<file path="src/rtl/cascaded_bcd_down_timer_if.sv">
`default_nettype none
// +------------------------------------------------------------------------+
// | Module   : cascaded_bcd_down_timer_if                                  |
// | Brief    : control/preset inputs and BCD count/status outputs of timer |
// | Revision : 1.0                                                         |
// +------------------------------------------------------------------------+
interface cascaded_bcd_down_timer_if #(
  parameter int DIGITS = 4
);
  logic                  load;
  logic [4*DIGITS-1:0]   preset;
  logic                  start;
  logic                  pause;
  logic [4*DIGITS-1:0]   count;
  logic [1:0]            state;
  logic                  done;
  logic                  expired;
  logic [DIGITS-1:0]     zero_flag;

  modport master (
    output load, preset, start, pause,
    input  count, state, done, expired, zero_flag
  );

  modport slave (
    input  load, preset, start, pause,
    output count, state, done, expired, zero_flag
  );
endinterface
`default_nettype wire

</file>
<file path="src/rtl/cascaded_bcd_down_timer.sv">
`default_nettype none
// +------------------------------------------------------------------------+
// | Module   : cascaded_bcd_down_timer                                     |
// | Brief    : chain of BCD down-counting digits with per-digit modulus,   |
// |            tick prescaler, preset load and IDLE/RUN/PAUSE/DONE control.|
// |            Define AUTO_RELOAD_EN to reload the preset on expiry.       |
// | Revision : 1.0                                                         |
// +------------------------------------------------------------------------+
module cascaded_bcd_down_timer #(
  parameter int                  DIGITS   = 4,
  parameter logic [4*DIGITS-1:0] MOD_LIST = 16'h6A6A,
  parameter int                  TICK_DIV = 1
) (
  input  logic                     clock,
  input  logic                     reset,
  cascaded_bcd_down_timer_if.slave tmr
);

  localparam int c_W  = 4 * DIGITS;
  localparam int c_PW = $clog2(TICK_DIV + 1);

  typedef enum logic [1:0] {
    S_IDLE  = 2'b00,
    S_RUN   = 2'b01,
    S_PAUSE = 2'b10,
    S_DONE  = 2'b11
  } state_t;

  state_t            r_state;
  state_t            w_state_nxt;
  logic [c_W-1:0]    r_count;
  logic [c_W-1:0]    w_count_nxt;
  logic [c_W-1:0]    r_reload;
  logic [c_W-1:0]    w_reload_nxt;
  logic [c_PW-1:0]   r_presc;
  logic [c_PW-1:0]   w_presc_nxt;
  logic              r_done;
  logic              w_done_nxt;

  logic [c_W-1:0]    w_load_val;
  logic [c_W-1:0]    w_count_dec;
  logic [DIGITS-1:0] w_zero;
  logic [DIGITS:0]   w_low_zero;
  logic              w_tick;
  logic              w_count_zero;
  logic              w_count_one;

  // w_low_zero[i] is the borrow into digit i: every lower digit is already 0.
  assign w_low_zero[0] = 1'b1;

  for (genvar i = 0; i < DIGITS; i++) begin : g_digit
    logic [3:0] w_mod;
    logic [3:0] w_cur;
    logic [3:0] w_pre;

    assign w_mod = MOD_LIST[4*i +: 4];
    assign w_cur = r_count[4*i +: 4];
    assign w_pre = tmr.preset[4*i +: 4];

    assign w_zero[i]         = (w_cur == 4'd0);
    assign w_low_zero[i+1]   = w_low_zero[i] & w_zero[i];
    assign w_load_val[4*i +: 4] = (w_pre >= w_mod) ? (w_mod - 4'd1) : w_pre;
    assign w_count_dec[4*i +: 4] = !w_low_zero[i] ? w_cur
                                 : (w_zero[i] ? (w_mod - 4'd1) : (w_cur - 4'd1));
  end

  assign w_count_zero = w_low_zero[DIGITS];
  assign w_count_one  = (r_count == c_W'(1));
  assign w_tick       = (r_presc == c_PW'(TICK_DIV - 1));

  always_ff @(posedge clock) begin
    if (!reset) begin
      r_state  <= S_IDLE;
      r_count  <= '0;
      r_reload <= '0;
      r_presc  <= '0;
      r_done   <= 1'b0;
    end else begin
      r_state  <= w_state_nxt;
      r_count  <= w_count_nxt;
      r_reload <= w_reload_nxt;
      r_presc  <= w_presc_nxt;
      r_done   <= w_done_nxt;
    end
  end

  always_comb begin
    w_state_nxt  = r_state;
    w_count_nxt  = r_count;
    w_reload_nxt = r_reload;
    w_presc_nxt  = r_presc;
    w_done_nxt   = 1'b0;

    if (tmr.load) begin
      w_count_nxt  = w_load_val;
      w_reload_nxt = w_load_val;
      w_presc_nxt  = '0;
      w_state_nxt  = S_IDLE;
    end else begin
      case (r_state)
        S_IDLE: begin
          if (tmr.start && !w_count_zero) begin
            w_state_nxt = S_RUN;
          end
        end
        S_RUN: begin
          // pause wins over a coincident tick; the prescaler keeps its phase
          if (tmr.pause) begin
            w_state_nxt = S_PAUSE;
          end else begin
            w_presc_nxt = w_tick ? '0 : (r_presc + c_PW'(1));
            if (w_tick) begin
              w_count_nxt = w_count_dec;
              if (w_count_one) begin
                w_done_nxt = 1'b1;
`ifdef AUTO_RELOAD_EN
                w_count_nxt = r_reload;
`else
                w_state_nxt = S_DONE;
`endif
              end
            end
          end
        end
        S_PAUSE: begin
          if (tmr.start) begin
            w_state_nxt = S_RUN;
          end
        end
        default: begin
        end
      endcase
    end
  end

`ifndef AUTO_RELOAD_EN
  logic w_unused_reload;
  assign w_unused_reload = ^r_reload;
`endif

  assign tmr.count     = r_count;
  assign tmr.state     = r_state;
  assign tmr.done      = r_done;
  assign tmr.expired   = (r_state == S_DONE);
  assign tmr.zero_flag = w_zero;

endmodule
`default_nettype wire

</file>
<file path="src/flat_wrapper.sv">
// flat-port wrapper written by rule: the top's interface ports become plain ports
module cascaded_bcd_down_timer_flat 
#(
  parameter int                  DIGITS   = 4,
  parameter logic [4*DIGITS-1:0] MOD_LIST = 16'h6A6A,
  parameter int                  TICK_DIV = 1
)
  (clock, reset, tmr_load, tmr_preset, tmr_start, tmr_pause, tmr_count, tmr_state, tmr_done, tmr_expired, tmr_zero_flag);
  cascaded_bcd_down_timer_if #(.DIGITS(DIGITS)) tmr_i ();
  input  logic clock;
  input  logic reset;
  input wire logic [$bits(tmr_i.load)-1:0] tmr_load;
  input wire logic [$bits(tmr_i.preset)-1:0] tmr_preset;
  input wire logic [$bits(tmr_i.start)-1:0] tmr_start;
  input wire logic [$bits(tmr_i.pause)-1:0] tmr_pause;
  output wire logic [$bits(tmr_i.count)-1:0] tmr_count;
  output wire logic [$bits(tmr_i.state)-1:0] tmr_state;
  output wire logic [$bits(tmr_i.done)-1:0] tmr_done;
  output wire logic [$bits(tmr_i.expired)-1:0] tmr_expired;
  output wire logic [$bits(tmr_i.zero_flag)-1:0] tmr_zero_flag;
  assign tmr_i.load = tmr_load;
  assign tmr_i.preset = tmr_preset;
  assign tmr_i.start = tmr_start;
  assign tmr_i.pause = tmr_pause;
  assign tmr_count = tmr_i.count;
  assign tmr_state = tmr_i.state;
  assign tmr_done = tmr_i.done;
  assign tmr_expired = tmr_i.expired;
  assign tmr_zero_flag = tmr_i.zero_flag;
  cascaded_bcd_down_timer #(.DIGITS(DIGITS), .MOD_LIST(MOD_LIST), .TICK_DIV(TICK_DIV)) u_core (.clock(clock), .reset(reset), .tmr(tmr_i));
endmodule
</file>
<file path="config.mk">
export PLATFORM = sky130hd
export DESIGN_NAME = cascaded_bcd_down_timer_flat
export DESIGN_NICKNAME = d
export VERILOG_FILES = /design/src/rtl/cascaded_bcd_down_timer_if.sv /design/src/rtl/cascaded_bcd_down_timer.sv /design/src/flat_wrapper.sv
export SDC_FILE = /design/constraint.sdc
export NUM_CORES = 1
export LEC_CHECK = 0
export BUFFER_PORTS_ARGS = -buffer_cell sky130_fd_sc_hd__buf_2
export CORE_UTILIZATION = 50
export DETAILED_ROUTE_END_ITERATION = 10
export GPL_TIMING_DRIVEN = 0
export PLACE_DENSITY_LB_ADDON = 0.2
export SLEW_MARGIN = 15
export SYNTH_ARGS = -nofsm -noshare
export SYNTH_HDL_FRONTEND = slang
export SYNTH_SLANG_ARGS = --single-unit
</file>
<file path="constraint.sdc">
create_clock -name clock -period 4.11 [get_ports clock]
set_input_delay 0.822 -clock clock [delete_from_list [all_inputs] [get_ports clock]]
set_output_delay 0.822 -clock clock [all_outputs]
set_load 0.01 [all_outputs]
</file>
==> metrics.csv, run 1 <==
metric,value,unit
outcome,"finished, final reports clean",
Sink Count,19,
worst min-delay path class,register to register,
largest net degree at the start of global routing,11,
nets,195,
number of synthesized flops with an enable pin,0,
minimum clock period,2.341,ns
Achievable Freq,427.1,MHz
synth top area cells,"dfxtp_1, o21ai_0, nor2_1",
grt total ovfl,0,
DR top layer,met4,
CTS clock-pin slew for the worst setup and hold paths,0.12,ns
area added between synthesis and finish,25.41,%
Longest Clk Path Bufs,2,
H-tree depth,1,
Met1 Wirelength,1260,um
CTS tree,done,
Setup Viol. Count Final,0,
clk_lat worst skew,0.29,ns
cells along the critical path,or4_4 > clkinv_2 > buf_2,
Root Buffer Master,clkbuf_4,
RSZ-0062 raised after global routing,false,
Buf/Inv on CP,2,
Worst setup SP type,register,
Routability Congestion,0.7982,
DR WL/cell,13.45,um
starting density of the core,0.5366,
"Seq/Total Area, Yosys",0.3576,
max-slew violation count,0,
post-DR vias/cell,5.845,
buffers added on ports,42,
Total Power,0.0003975,W
Synth Flop Type,dfxtp_1,
Switching Share,0.3161,
drt total wl,2690,um
Seq pwr share,0.528,
slack of the worst reg-to-reg path,2.32,ns
clk_skew,0.006592,ns
Slew @ Worst Pin,0.4859,ns
Clk network pwr share,0.242,
"Arr. time, crit path",1.52,ns
endpoint class of the critical path,output port,
flip-flop and latch count after synthesis,19,
Post-Synthesis Cells,127,
number of buffers created by CTS,3,
family with the most delay on the worst path,simple AND/OR/NAND/NOR gates,
Yosys warning count,0,
Pwr Density,298.0,nW/um^2
Pint,0.0002718,W
Die Width,48.12,um
IO Pins,45,
ANT cells,0,
hold_buf cts,0,
Mapped Nets,148,
Die ar.,2316,um^2
maximum VDD drop,0.2141,mV
worst-path fanout max,7,
Fin Hold WS,0.5004,ns
Mean Syn Cell Area,8.374,um^2
max_slew headroom,0.6734,
crit path kind,register to output port,
setup_tns,0,ns
Synth async-reset ratio,0,
final hold violation count,0,
top-area cell type share of the netlist area,0.3576,
Yosys cell types,45,
largest area contributor in the netlist,dfxtp_1,
Sw Pwr,0.0001256,W
mapped cell area,1064,um^2
first-pass GRT wire length,3981,um
Logic pwr share,0.230,
CP max stage cell,or4_4,
layout cell share with drive strength beyond 1,0.3064,
Met3 Routed Length,105,um
Pleak,0.5741,nW
Core Area,1982,um^2
die height,48.12,um
Total GRT Usage,0.2473,
most frequent cells after synthesis,"dfxtp_1, nor2_1, o21ai_0",
Core Rows,16,
slowest cell delay on critical path,0.59,ns
Tcrit/Tclk final,0.5697,
Max-Cap Viols,0,
antenna violations before repair,0,
vias in the first global route,913,
DR pass1 iterations,4,
post-CTS setup buffers,0,
"count leader, synth",dfxtp_1,
DR vias,1169,
met2 WL,1309,um
Post-Place Cell Area,1308,um^2
FILL cells,181,
DR DRC count,0,
post_cts resized,0,
Critical Path RT,3.29,ns
dpl hpwl,2014,um
drt initial violations,21,
number of routed nets with antenna violations,0,
post-route cell area,1334,um^2
==> placed cells by master (no fill, tap or decap), types with 4 or more instances in the layout <==
cell      instances
dfxtp_1          19
nor2_1           13
a31oi_1           4
a21oi_1           5
o21ai_0          11
nand2_1          10
buf_2            42
clkbuf_1          5
inv_1             4
==> layout make-up <==
cell class                      count  area, um^2  share of cell area
Buffer                              4       15.01             0.01126
Clock buffer                        4       26.28             0.01970
Multi-Input combinational cell     98       644.4              0.4831
Tap cell                           27       33.78             0.02533
Sequential cell                    19       380.4              0.2852
Inverter                            6       23.77             0.01782
Timing Repair Buffer               42       210.2              0.1576
==> routing by layer <==
metal	track usage	up-vias
met5	0	-
met1	0.3303	559
met2	0.4189	36
met3	0.03333	2
met4	0.06667	0
li1	-	572
==> worst min-delay path: cells and delay by family (launching register included) <==
| family | cells | cell delay [ns] |
|---|---|---|
| DFF | 1 | 0.36 |
| and+or+nand+nor | 2 | 0.12 |
==> worst paths after layout <==
| kind | start | end | depth (start not counted) |
|---|---|---|---|
| setup / recovery | u_core.tmr.count[1] | tmr_zero_flag[0] | 3 |
| hold / removal | u_core.tmr.count[15] | u_core.tmr.count[15] | 2 |
| hold reg to reg | u_core.tmr.count[15] | u_core.tmr.count[15] | 2 |
| setup reg to reg | u_core.tmr.count[1] | u_core.tmr.count[14] | 5 |
==> metrics by stage <==
stage / util / worst slack (ns) / instances
detailed placement: 0.6597 / 1.778 / 196
finish: 0.6730 / 1.769 / 200
floorplan: - / 2.155 / 127
CTS: 0.6730 / 1.771 / 200
global placement: 0.6597 / 1.777 / 196
global route: 0.6730 / 1.704 / 200
==> power by group through the flow <==
stage	combinational (W)	sequential [W]	clock (W)
global route	0.000102	0.000212	0.000106
floorplan	0.0000516	0.000216	0
finish	0.0000912	0.000210	0.0000963
CTS	0.0000915	0.000210	0.0000974
detailed placement	0.0000909	0.000214	0
global placement	0.0000893	0.000213	0
==> registers in the layout, summed over array words and instances, names as in the netlist <==
| register | flops |
|---|---|
| u_core.tmr.count | 16 |
| u_core.tmr.state | 2 |
| u_core.tmr.done | 1 |
==> kinds of logic after synthesis <==
logic type,synth area share
compound gates,0.2388
xor+xnor,0.03295
buf+inv,0.03645
flops,0.3576
mux,0.01882
simple gates,0.3153
No activity file was read; power rests on OpenSTA's default activity.
==> run 2: changes to the inputs <==
--- a/config.mk
+++ b/config.mk
@@ -6,7 +6,7 @@
 export NUM_CORES = 1
 export LEC_CHECK = 0
 export BUFFER_PORTS_ARGS = -buffer_cell sky130_fd_sc_hd__buf_2
-export CORE_UTILIZATION = 50
+export CORE_UTILIZATION = 42
 export DETAILED_ROUTE_END_ITERATION = 10
 export GPL_TIMING_DRIVEN = 0
 export PLACE_DENSITY_LB_ADDON = 0.2
==> constraint.sdc (replaced) <==
create_clock -name clock -period 2 [get_ports clock]
set_input_delay 0.4 -clock clock [delete_from_list [all_inputs] [get_ports clock]]
set_output_delay 0.4 -clock clock [all_outputs]
set_load 0.01 [all_outputs]
==> run 2 against run 1 <==
Compared with the run above: register-to-register slack got worse by 2.1 ns; sequential share of layout area is 0.053 points lower; routed wire length increased by 1.0%; first-iteration DRC count is 38% lower; largest cell class unchanged; highest routed layer unchanged; utilization fell by 9.1 points; setup slack worse by 1.7 ns.
==> metrics.csv, run 2 (synthesized netlist as in run 1, its figures left out) <==
metric,value,unit,change
worst-path fanout max,7,,unchanged
CTS clock-pin slew for the worst setup and hold paths,0.12,ns,about the same
maximum VDD drop,0.4687,mV,was 0.2141 mV
RR Endpoint,u_core.tmr.count[14],,unchanged
Post-Place Cell Area,1309,um^2,was 1308 um^2
drt total wl,2717,um,was 2690 um
endpoint class of the critical path,output port,,unchanged
WP depth,3,,unchanged
Achievable Freq,524.5,MHz,
family with the most delay on the worst path,simple AND/OR/NAND/NOR gates,,unchanged
CTS tree,done,,unchanged
DR DRC count,0,,unchanged
setup_tns,0,ns,unchanged
drt initial violations,13,,was 21
DR pass1 iterations,4,,unchanged
first-pass GRT wire length,4464,um,was 3981 um
number of buffers created by CTS,3,,unchanged
outcome,"finished, final reports clean",,unchanged
RSZ-0062 raised after global routing,false,,unchanged
post-route cell area,1336,um^2,was 1334 um^2
Tcrit/Tclk final,0.9533,,
area added between synthesis and finish,25.65,%,was 25.41%
crit path kind,register to output port,,unchanged
starting density of the core,0.4630,,was 0.5366
cells along the critical path,or4_4 > clkinv_2 > buf_2,,unchanged
hold_buf cts,0,,unchanged
post-DR vias/cell,5.801,,was 5.845
slowest cell delay on critical path,0.59,ns,about the same
CP endpoint,tmr_zero_flag[0],,unchanged
Total Power,0.0008116,W,was 0.0003975 W
IO Pins,45,,unchanged
final hold violation count,0,,unchanged
clk_lat worst skew,0.29,ns,about the same
most frequent cells in the layout,"buf_2, dfxtp_1, nor2_1",,unchanged
buffers added on ports,42,,unchanged
Final Util,0.5817,,was 0.6730
FF-to-FF path depth,5,,unchanged
Core Rows,17,,was 16
Core Area,2297,um^2,was 1982 um^2
worst r2r src,u_core.tmr.count[1],,unchanged
vias in the first global route,966,,was 913
Pwr Density,607.4,nW/um^2,was 298.0 nW/um^2
Total GRT Usage,0.2181,,was 0.2473
die height,52.32,um,was 48.12 um
Root Buffer Master,clkbuf_4,,unchanged
Setup Viol. Count Final,0,,unchanged
Longest Clk Path Bufs,2,,unchanged
Critical Path Source,u_core.tmr.count[1],,unchanged
Slew @ Worst Pin,0.5414,ns,was 0.4859 ns
DR vias,1166,,was 1169
Sink Count,19,,unchanged
largest net degree at the start of global routing,12,,was 11
Die ar.,2737,um^2,was 2316 um^2
CP max stage cell,or4_4,,unchanged
max_slew headroom,0.6375,,was 0.6734
worst min-delay path class,input port to register,,was register to register
layout cell share with drive strength beyond 1,0.3121,,was 0.3064
minimum clock period,1.907,ns,
Pleak,0.5768,nW,was 0.5741 nW
antenna violations before repair,0,,unchanged
nets,195,,unchanged
ANT cells,0,,unchanged
max reg flops,16,,unchanged
H-tree depth,1,,unchanged
grt total ovfl,0,,unchanged
Critical Path RT,1.60,ns,was 3.29 ns
DR WL/cell,13.52,um,was 13.45 um
"Arr. time, crit path",1.51,ns,was 1.52 ns
dpl hpwl,2040,um,was 2014 um
clk_skew,0.01082,ns,was 0.006592 ns
post-CTS setup buffers,0,,unchanged
Routability Congestion,0.7844,,was 0.7982
Die Width,52.32,um,was 48.12 um
Buf/Inv on CP,2,,unchanged
"commonest non-fill, non-tap cell in the layout",buf_2,,unchanged
Worst setup SP type,register,,unchanged
post_cts resized,0,,unchanged
number of routed nets with antenna violations,0,,unchanged
Max-Cap Viols,0,,unchanged
slack of the worst reg-to-reg path,0.21,ns,was 2.32 ns
max-slew violation count,0,,unchanged
[run 2: final cells by class]
type                            count  area [um^2]
Timing Repair Buffer               42        210.2
Multi-Input combinational cell     98        644.4
Clock inverter                      1        5.005
Tap cell                           28        35.03
Clock buffer                        3        22.52
Sequential cell                    19        380.4
Inverter                            6        23.77
Buffer                              4        15.01
Fill cell                         237        960.9
[run 2: per-layer routing]
layer	vias to the layer above	track usage	wire length, um	part of all wire
li1	575	-	-	-
met1	545	0.3065	1296	0.48
met2	42	0.3397	1250	0.46
met3	4	0.04058	148	0.054
met4	0	0.05263	22	0.0081
met5	-	0	0	0
[run 2: per-stage QoR]
stage               cells  setup WS, ns  hold slack [ns]
detailed placement    197       0.08532           0.4674
global route          201      0.002571           0.3139
global placement      197        0.1058           0.4487
finish                201       0.09343           0.3122
CTS                   201       0.08685           0.3061
floorplan             127        0.2525           0.4787
[run 2: how the worst min path moves through the flow]
stage / start / end / slack (ns) / depth (start not counted)
floorplan: u_core.tmr.count[15] / u_core.tmr.count[15] / 0.48 / 2
global placement: u_core.tmr.count[15] / u_core.tmr.count[15] / 0.45 / 2
detailed placement: u_core.tmr.count[15] / u_core.tmr.count[15] / 0.47 / 2
CTS: tmr_preset[10] / u_core.tmr.count[10] / 0.31 / 3
global route: tmr_preset[9] / u_core.tmr.count[9] / 0.31 / 3
finish: tmr_preset[10] / u_core.tmr.count[10] / 0.31 / 3
[run 2: report_power, final]
group / total (W) / internal, W / switching [W]
sequential: 0.000431 / 0.000399 / 0.0000320
clock: 0.000193 / 0.0000743 / 0.000118
combinational: 0.000188 / 0.0000825 / 0.000106
total: 0.000812 / 0.000555 / 0.000256
[run 2: worst register-to-register path, cell delays in order (launching register included)]
cell,delay [ns]
dfxtp_1,0.37
or4_4,0.59
clkinv_2,0.12
nand3_1,0.12
o21a_1,0.22
o311a_1,0.28
==> run 3: changes to the inputs <==
--- a/config.mk
+++ b/config.mk
@@ -9,7 +9,7 @@
 export CORE_UTILIZATION = 42
 export DETAILED_ROUTE_END_ITERATION = 10
 export GPL_TIMING_DRIVEN = 0
-export PLACE_DENSITY_LB_ADDON = 0.2
+export PLACE_DENSITY = 0.76
 export SLEW_MARGIN = 15
 export SYNTH_ARGS = -nofsm -noshare
 export SYNTH_HDL_FRONTEND = slang
==> run 3 against run 2 <==
Compared with the run above: clock power increased by 3%; cell area unchanged; via count decreased by 0.94%; sequential power about the same; flip-flop and latch count unchanged; utilization unchanged; cell count unchanged; power increased by 0.66%; count of clock-buffer cells in the layout unchanged; register-to-register slack got worse by 0.03 ns; sequential share of layout area unchanged; critical path type unchanged.
==> metrics.csv, run 3 (synthesized netlist as in run 1, its figures left out) <==
metric,value,unit,change
Tcrit/Tclk final,0.9599,,was 0.9533
Die ar.,2737,um^2,unchanged
H-tree depth,1,,unchanged
first-pass GRT wire length,4416,um,was 4464 um
Pint,0.0005555,W,was 0.0005554 W
Total GRT Usage,0.2164,,was 0.2181
slowest cell delay on critical path,0.59,ns,about the same
max reg flops,16,,unchanged
RSZ-0062 raised after global routing,false,,unchanged
crit path kind,register to output port,,unchanged
worst min-delay path class,input port to register,,unchanged
Buf/Inv on CP,2,,unchanged
maximum VDD drop,0.3645,mV,was 0.4687 mV
DR pass1 iterations,4,,unchanged
post-DR vias/cell,5.746,,was 5.801
drt initial violations,43,,was 13
Slew @ Worst Pin,0.4827,ns,was 0.5414 ns
FILL cells,226,,was 237
buffers added on ports,42,,unchanged
starting density of the core,0.4630,,unchanged
max-slew violation count,0,,unchanged
dpl hpwl,2118,um,was 2040 um
post-CTS setup buffers,0,,unchanged
clk_lat worst skew,0.29,ns,about the same
Max-Cap Viols,0,,unchanged
Root Buffer Master,clkbuf_4,,unchanged
CTS clock-pin slew for the worst setup and hold paths,0.11,ns,was 0.12 ns
setup_tns,0,ns,unchanged
endpoint class of the critical path,output port,,unchanged
DR DRC count,0,,unchanged
nets,195,,unchanged
number of routed nets with antenna violations,0,,unchanged
vias in the first global route,1014,,was 966
CP max stage cell,or4_4,,unchanged
area added between synthesis and finish,25.65,%,unchanged
Die Width,52.32,um,unchanged
CTS tree,done,,unchanged
cells along the critical path,or4_4 > clkinv_2 > buf_2,,unchanged
Clk network pwr share,0.242,,was 0.237
Worst setup SP type,register,,unchanged
Logic pwr share,0.230,,was 0.232
Pleak,0.5768,nW,unchanged
outcome,"finished, final reports clean",,unchanged
"Arr. time, crit path",1.52,ns,was 1.51 ns
DR vias,1155,,was 1166
ANT cells,0,,unchanged
Core Area,2297,um^2,unchanged
hold_buf cts,0,,unchanged
Sink Count,19,,unchanged
Seq pwr share,0.528,,was 0.531
clk_skew,0.001662,ns,was 0.01082 ns
die height,52.32,um,unchanged
layout cell share with drive strength beyond 1,0.3121,,unchanged
Critical Path RT,1.60,ns,about the same
largest net degree at the start of global routing,12,,unchanged
drt total wl,2761,um,was 2717 um
IO Pins,45,,unchanged
Achievable Freq,520.9,MHz,was 524.5 MHz
grt total ovfl,0,,unchanged
Switching Share,0.3200,,was 0.3157
"commonest non-fill, non-tap cell in the layout",buf_2,,unchanged
post_cts resized,0,,unchanged
DR WL/cell,13.74,um,was 13.52 um
family with the most delay on the worst path,simple AND/OR/NAND/NOR gates,,unchanged
Routability Congestion,0.7741,,was 0.7844
Setup Viol. Count Final,0,,unchanged
Core Rows,17,,unchanged
most frequent cells in the layout,"buf_2, dfxtp_1, nor2_1",,unchanged
Final Util,0.5817,,unchanged
Longest Clk Path Bufs,2,,unchanged
Pwr Density,611.4,nW/um^2,was 607.4 nW/um^2
final hold violation count,0,,unchanged
minimum clock period,1.920,ns,was 1.907 ns
max_slew headroom,0.6755,,was 0.6375
worst-path fanout max,7,,unchanged
number of buffers created by CTS,3,,unchanged
Sw Pwr,0.0002614,W,was 0.0002562 W
antenna violations before repair,0,,unchanged
-- run 3: cell counts in the layout (fill, tap and decap cells not counted) --
No cell type changed its count.
-- run 3: final timing paths --
kind,start,to,slack [ns],cells past startpoint
max,u_core.tmr.count[1],tmr_zero_flag[0],0.08,3
min,tmr_preset[9],u_core.tmr.count[9],0.33,3
max reg2reg,u_core.tmr.count[1],u_core.tmr.count[14],0.18,5
min reg2reg,u_core.tmr.count[15],u_core.tmr.count[15],0.48,2
-- run 3: worst register-to-register path: cells and delay by family, from the launching register on --
| family | cells | cell delay (ns) |
|---|---|---|
| and+or+nand+nor | 2 | 0.72 |
| DFF | 1 | 0.38 |
| buffers and inverters | 1 | 0.12 |
| AOI/OAI and AO/OA | 2 | 0.51 |
-- run 3: final cells by class --
class	count	area [um^2]	area share
plain buffers	4	15.01	0.01124
clock buffers	3	22.52	0.01685
clock inverters	1	5.005	0.003745
inverters	6	23.77	0.01779
multi-input cells	98	644.4	0.4822
flip-flops and latches	19	380.4	0.2846
well taps	28	35.03	0.02622
repair buffers	42	210.2	0.1573
-- run 3: routing by layer --
layer / vias to the layer above / global-route usage / wire [um]
met1: 544 / 0.2772 / 1303
met2: 39 / 0.3629 / 1293
met5: - / 0 / 0
li1: 570 / - / -
met4: 0 / 0.07018 / 13
met3: 2 / 0.03768 / 150
-- run 3: per-stage QoR --
step           area (um^2)  hold slack, ns  worst slack [ns]   power, W  std cells
4_1_cts               1336          0.3201           0.07311  0.0008210        201
3_3_place_gp          1309          0.4499           0.09495  0.0006216        197
3_5_place_dp          1309          0.4509           0.08292  0.0006265        197
5_1_grt               1336          0.3265           0.01352  0.0008661        201
2_1_floorplan         1064          0.4787            0.2525  0.0005498        127
6_report              1336          0.3278           0.08015  0.0008170        201
-- run 3: power by group through the flow --
stage / combinational [W] / clock (W) / sequential (W)
after floorplan: 0.000106 / 0 / 0.000444
after global placement: 0.000184 / 0 / 0.000437
after detailed placement: 0.000187 / 0 / 0.000439
after CTS: 0.000188 / 0.000202 / 0.000431
after global routing: 0.000208 / 0.000223 / 0.000435
final: 0.000188 / 0.000198 / 0.000431
